--- src/rtl/conv_regs_reader.sv ---
// conv_regs_reader: burst read-back engine for the 4x16-bit conversion register file.
// Turns a byte-level burst request into word reads (RE_B/ADD_B/DAT_B) and streams the
// bytes out over a valid/ready byte channel. Even byte address = high byte, odd = low byte.
// Optional feature macro: CONV_REGS_RD_CSUM_EN appends an XOR checksum byte to each burst.
`timescale 1ns/1ps
module conv_regs_reader #(
    parameter int unsigned RD_LATENCY = 1
) (
    input  logic        CLOCK,
    input  logic        RESET,
    input  logic        REQ,
    input  logic [2:0]  REQ_ADD,
    input  logic [3:0]  REQ_LEN,
    output logic        BUSY,
    output logic        RE_B,
    output logic [1:0]  ADD_B,
    input  logic [15:0] DAT_B,
    output logic [7:0]  TX_DAT,
    output logic        TX_VAL,
    input  logic        TX_RDY,
    output logic        DONE
);

    localparam logic [1:0] WAIT_INIT = 2'(RD_LATENCY);

`ifdef CONV_REGS_RD_CSUM_EN
    typedef enum logic [2:0] {S_IDLE, S_FETCH, S_WAIT, S_SEND, S_DONE, S_CSUM} state_t;
`else
    typedef enum logic [2:0] {S_IDLE, S_FETCH, S_WAIT, S_SEND, S_DONE} state_t;
`endif

    state_t      state_q;
    logic [2:0]  addr_q;
    logic [3:0]  cnt_q;
    logic [15:0] snap_q;
    logic [1:0]  waitc_q;
    logic        busy_q;
    logic        re_b_q;
    logic [1:0]  add_b_q;
    logic        tx_val_q;
    logic        done_q;
`ifdef CONV_REGS_RD_CSUM_EN
    logic [7:0]  csum_q;
`endif

    logic [2:0]  addr_inc_d;
    logic [7:0]  tx_byte_d;

    assign addr_inc_d = addr_q + 3'd1;

    // Outgoing byte is selected from the coherent snapshot (or the checksum) by register state only.
    always_comb begin
        tx_byte_d = addr_q[0] ? snap_q[7:0] : snap_q[15:8];
`ifdef CONV_REGS_RD_CSUM_EN
        if (state_q == S_CSUM) begin
            tx_byte_d = csum_q;
        end
`endif
    end

    // Burst control FSM with registered outputs.
    always_ff @(posedge CLOCK or negedge RESET) begin
        if (!RESET) begin
            state_q  <= S_IDLE;
            addr_q   <= '0;
            cnt_q    <= '0;
            snap_q   <= '0;
            waitc_q  <= '0;
            busy_q   <= 1'b0;
            re_b_q   <= 1'b0;
            add_b_q  <= '0;
            tx_val_q <= 1'b0;
            done_q   <= 1'b0;
`ifdef CONV_REGS_RD_CSUM_EN
            csum_q   <= '0;
`endif
        end else begin
            done_q <= 1'b0;
            case (state_q)
                S_IDLE: begin
                    if (REQ && (REQ_LEN != 4'd0)) begin
                        addr_q  <= REQ_ADD;
                        cnt_q   <= REQ_LEN;
                        busy_q  <= 1'b1;
                        re_b_q  <= 1'b1;
                        add_b_q <= REQ_ADD[2:1];
                        state_q <= S_FETCH;
`ifdef CONV_REGS_RD_CSUM_EN
                        csum_q  <= '0;
`endif
                    end
                end
                S_FETCH: begin
                    re_b_q  <= 1'b0;
                    waitc_q <= WAIT_INIT;
                    state_q <= S_WAIT;
                end
                S_WAIT: begin
                    waitc_q <= waitc_q - 2'd1;
                    // Count reaches zero on this edge: read data is valid now.
                    if (waitc_q == 2'd1) begin
                        snap_q   <= DAT_B;
                        tx_val_q <= 1'b1;
                        state_q  <= S_SEND;
                    end
                end
                S_SEND: begin
                    if (TX_RDY) begin
                        addr_q <= addr_inc_d;
                        cnt_q  <= cnt_q - 4'd1;
`ifdef CONV_REGS_RD_CSUM_EN
                        csum_q <= csum_q ^ tx_byte_d;
`endif
                        if (cnt_q == 4'd1) begin
`ifdef CONV_REGS_RD_CSUM_EN
                            state_q  <= S_CSUM;
`else
                            tx_val_q <= 1'b0;
                            done_q   <= 1'b1;
                            state_q  <= S_DONE;
`endif
                        end else if (addr_q[0]) begin
                            // Next byte starts a new word: fetch a fresh snapshot.
                            tx_val_q <= 1'b0;
                            re_b_q   <= 1'b1;
                            add_b_q  <= addr_inc_d[2:1];
                            state_q  <= S_FETCH;
                        end
                    end
                end
`ifdef CONV_REGS_RD_CSUM_EN
                S_CSUM: begin
                    if (TX_RDY) begin
                        tx_val_q <= 1'b0;
                        done_q   <= 1'b1;
                        state_q  <= S_DONE;
                    end
                end
`endif
                S_DONE: begin
                    busy_q  <= 1'b0;
                    state_q <= S_IDLE;
                end
                default: begin
                    busy_q   <= 1'b0;
                    re_b_q   <= 1'b0;
                    tx_val_q <= 1'b0;
                    state_q  <= S_IDLE;
                end
            endcase
        end
    end

    assign BUSY   = busy_q;
    assign RE_B   = re_b_q;
    assign ADD_B  = add_b_q;
    assign TX_DAT = tx_byte_d;
    assign TX_VAL = tx_val_q;
    assign DONE   = done_q;

endmodule
--- config.mk ---
export PLATFORM = sky130hd
export DESIGN_NAME = conv_regs_reader
export DESIGN_NICKNAME = d
export VERILOG_FILES = /design/src/rtl/conv_regs_reader.sv
export SDC_FILE = /design/constraint.sdc
export NUM_CORES = 1
export LEC_CHECK = 0
export BUFFER_PORTS_ARGS = -buffer_cell sky130_fd_sc_hd__buf_2
export CAP_MARGIN = 20
export CORE_UTILIZATION = 50
export DETAILED_ROUTE_END_ITERATION = 12
export GPL_ROUTABILITY_DRIVEN = 0
export PLACE_DENSITY = 0.75
export SLEW_MARGIN = 20
export SYNTH_ARGS = -nofsm -noshare
export SYNTH_HDL_FRONTEND = slang
export SYNTH_SLANG_ARGS = --single-unit
--- constraint.sdc ---
create_clock -name CLOCK -period 2.8 [get_ports CLOCK]
set_input_delay 0.28 -clock CLOCK [delete_from_list [all_inputs] [get_ports CLOCK]]
set_output_delay 0.28 -clock CLOCK [all_outputs]
set_load 0.01 [all_outputs]
# Word level (Yosys, flattened, before mapping)
# Index checks and enable logic that the tools add are counted.
# Widths: inputs -> output; s select.
# totals
reg_bits,34
output_inout_bits,14
word_cells,76
inputBits,27
# op_classes
n_eq_ne,12
muxes,33
n_reduce_logical,15
n_bitwise,3
add_sub_neg,3
# op_table
operator,count
$mux 3,7
$pmux 3 s4,1
$mux 1,11
$ne 2x2->1 const B,5
$reduce_and 5->1,2
$mux 2,4
$mux 4,2
$mux 8,1
$pmux 2 s2,2
$pmux 4 s2,1
$reduce_and 4->1,2
$eq 3x2->1 const B,2
$pmux 1 s3,2
$pmux 3 s2,1
$reduce_or 3->1,2
$eq 4x1->1 const B,1
$reduce_and 2->1,2
$reduce_bool 2->1,2
$reduce_bool 4->1,1
$sub 4x1->4 const B,1
$add 3x1->3 const B,1
$eq 3x1->1 const B,1
$eq 3x3->1 const B,1
$logic_not 3->1,1
other kinds (8),10

# Logic depth before layout (Yosys ltp)
# depth
depth_word,5
mapped_depth,6
depth_no_buf,6

# Worst setup path before layout
# No wires, ideal clock.
# synth_path
path_type,flip-flop to flip-flop
startpoint,register waitc_q[1]
endpoint,register snap_q[10]
stages_incl_launch_ff,7
period_less_slack_ns,1.662
path_slack_ns,1.138
n_path_buf,1
arrival_ns,1.537
required_time_ns,2.675
cell_sequence,dfrtp_1 -> inv_1 -> ha_1 -> nand2_1 -> nor3_2 -> buf_4 -> mux2_2
# synth_via
elab_chain_cells,2
# synth_rtl
item,line,source
"start, declared",36,logic [1:0] waitc_q;
"start signal, assigned",99,waitc_q <= waitc_q - 2'd1;
$eq 2x1->1,101,if (waitc_q == 2'd1) begin
$reduce_and 2->1 (no line),n/a,
"end signal, assigned",67,snap_q <= '0;
"end signal, assigned",102,snap_q <= DAT_B;
"end, declared",35,logic [15:0] snap_q;
# No other way between the ends.
# A chain may end at the register's enable or synchronous reset.

# Final worst setup path
# layout_path
startpoint,register addr_q[0]
endpoint,output port TX_DAT[1]
# layout_via
elab_chain_cells,1
# layout_rtl
item,line,source
"start, declared",33,logic [2:0] addr_q;
"start signal, assigned",109,addr_q <= addr_inc_d;
$mux 8,53,tx_byte_d = addr_q[0] ? snap_q[7:0] : snap_q[15:8];
"end, declared",18,"output logic [7:0] TX_DAT,"
# No other way between the ends.

==> flow_metrics.tcl <==
set metrics [dict create \
    status "finished, violations left" \
    failed_checks "negative hold slack" \
    yosysWarningCount 0 \
    drt-total-wl_mm 3.21 \
    clock_latency_ps 340 \
    power_leakage_nw 0.919 \
    multi_input_area_sq_um 783 \
    top_usage_layer "met2" \
    cp_num_buf_inv 1 \
    vias 1276 \
    drtAntennaViolNets 0 \
    remaining_drc_errors 0 \
    p_int_w 0.00147 \
    start_util 0.538 \
    drtPass1Iterations 5 \
    skew_ps 16.8 \
    syn_avg_cell_area_sq_um 11.6 \
    synth_edf_count 0 \
    nFillCells 272 \
    first_global_vias 1276 \
    max_cap_viol_count 0 \
    area_delta_synth_final_pct 18.6 \
    cp.required_ps 2520 \
    dp_slack_ps 969 \
    wl_per_cell_um 13.9 \
    synth_top_area_share 0.506 \
    track_usage 0.207 \
    p_seq_frac 0.402 \
    path_max_fanout 12 \
    tns_ps 0 \
    avgViaCountPerCell 5.50 \
    ys.flop_type "dfrtp_1" \
    syn_area_sq_um 1680 \
    drv_slew 0 \
    clock_path_buffers 2 \
    antennaDiodeCount 0 \
    cp-start-kind "register" \
    vdd_drop_max_mv 0.596 \
    hold_ws_ps -11.8 \
    cp_top_family "flip-flops" \
    fin_util 0.638 \
    ctsHtreeMaxLevel 2 \
    switching_share 0.371 \
    drtIter0Drc 38 \
    rsz0062_at_grt "no" \
    dieHeight_um 60.0 \
    switching_power_w 0.000866 \
    fp.coreArea_sq_um 3130 \
    grt-ovfl-total 0 \
    path_cells "mux2_2, buf_2" \
    synth_most_common_cell "dfrtp_1" \
    hold_class "input port to async pin" \
    hold_buffers 0 \
    postCtsResizedCells 0 \
    clk_pin_slew_ps 110 \
    async_flop_share 1.00 \
    fp-row-count 20 \
    slew_headroom 0.513 \
    io_buffer_count 40 \
    power_frac_comb 0.455 \
    grt_pass1_wl_mm 5.38 \
    yosysSeqAreaShare 0.506 \
    setup_viol 0 \
    grt_util_met2 0.340 \
    clkPwrFrac 0.143 \
    finalHoldViolCount 12 \
    final_nets 218 \
    register_area_sq_um 851 \
    post_cts_buffers 0 \
    synth_cells 145 \
    end_kind "output pin" \
    synth_common_cells "34 x dfrtp_1, 24 x mux2_2, 10 x nor2_1, 8 x a21oi_1, 8 x nand2_1" \
    clkSinkCount 34 \
    fp.dieW_um 60.0 \
    setup_ws_ps 931 \
    drive_gt1_frac 0.420 \
    ys_types 38 \
    cp.arrival_ps 1590 \
    power_w 0.00233 \
    fmax_ghz 0.535 \
    power_density_nw_per_um2 1170 \
    cts_tree "yes" \
    ys_ff_latch 34 \
    grt_max_degree 35 \
    worst_slew_pin_slew_ps 731 \
    critPathKind "register to output pin" \
    cts_made_buffers 5 \
    global_route.usage.met1 0.251 \
    place_hpwl_mm 2.38 \
    cts_root_buffer "clkbuf_4" \
    period_minus_slack_ps 1870 \
    synthTopCellsByArea "dfrtp_1 51%, mux2_2 16%, ha_1 3.0%, a21oi_1 2.4%, nor2_1 2.2%" \
    ios 41 \
    synth_fp_nets 176 \
    die-area_sq_um 3600 \
    worst_path_largest_cell_delay_ps 710 \
    yosys.area.top_type "dfrtp_1" \
    dpl_cell_area_sq_um 1920 \
    crit_slowest_cell "dfrtp_1" \
    met3_usage 0.0498 \
    antenna_found_initial 0 \
    fin_area_sq_um 1990 \
    timing.final.crit_share 0.667 \
]
[cell type report]
class                      instances  area share
multi-input combinational        100       0.393
tap                               44      0.0276
inverter                           5     0.00941
timing repair buffer              41       0.104
clock buffer                       8      0.0395
sequential                        34       0.427
[stage by stage]
step	hold WS, ps	std cells
2_1_floorplan	-15.6	145
3_3_place_gp	380	224
3_5_place_dp	382	224
4_1_cts	6.36	232
5_1_grt	44.4	232
6_report	-11.8	232
[power groups by stage]
stage	clock, W	combinational [W]	sequential, W
final	0.000334	0.00106	0.000939
after global routing	0.000361	0.00118	0.000972
after CTS	0.000342	0.00108	0.000934
after detailed placement	0	0.00107	0.000945
after global placement	0	0.00104	0.000924
after floorplan	0	0.000845	0.000862
[cell families (layout without fill, tap and decap cells)]
logic type,after synthesis,after routing,share of synthesized area
buf+inv,11,54,0.0283
xor+xnor,1,1,0.00521
mux,28,28,0.185
fa+ha+maj,4,4,0.0298
compound gates,31,31,0.126
simple gates,36,36,0.120
flops,34,34,0.506
[layout by cell type, fill, tap and decap left out, types with 2 or more instances in the layout]
cell / n
a21oi_1: 8
o21ai_2: 2
a31oi_1: 3
nand2_1: 8
nand2b_1: 3
nor2_1: 10
dfrtp_1: 34
clkbuf_8: 3
a21o_1: 2
nand3b_1: 3
mux2i_1: 3
mux2_2: 24
inv_1: 5
o21ai_0: 7
ha_1: 4
nor3_1: 2
a2bb2oi_1: 2
clkbuf_4: 5
buf_2: 40
[flip-flops by register name (all words and copies together), names as in the netlist]
name,cells
TX_VAL,1
RE_B,1
DONE,1
waitc_q,2
snap_q,16
cnt_q,4
state_q,3
addr_q,3
BUSY,1
ADD_B,2
[path summary, 6_finish.rpt]
path / cells after the start / slack (ps) / to / from
worst min-delay path: 1 / -10 / DONE$_DFF_PN0_ / RESET
worst max-delay path: 2 / 930 / TX_DAT[1] / addr_q[0]$_DFFE_PN0P_
worst min register to register: 1 / 510 / snap_q[11]$_DFFE_PN0P_ / snap_q[11]$_DFFE_PN0P_
max in group asynchronous: 1 / 2320 / snap_q[11]$_DFFE_PN0P_ / RESET
min in group CLOCK: 2 / 180 / snap_q[14]$_DFFE_PN0P_ / DAT_B[14]
worst max register to register: 4 / 940 / ADD_B[1]$_DFFE_PN0P_ / state_q[2]$_DFFE_PN0P_
[per-layer routing]
| layer | routed length [um] | vias up |
|---|---|---|
| li1 | - | 613 |
| met1 | 1440 | 616 |
| met2 | 1570 | 42 |
| met3 | 155 | 5 |
| met4 | 48 | 0 |
| met5 | 0 | - |
(Power assumes the default switching activity.)
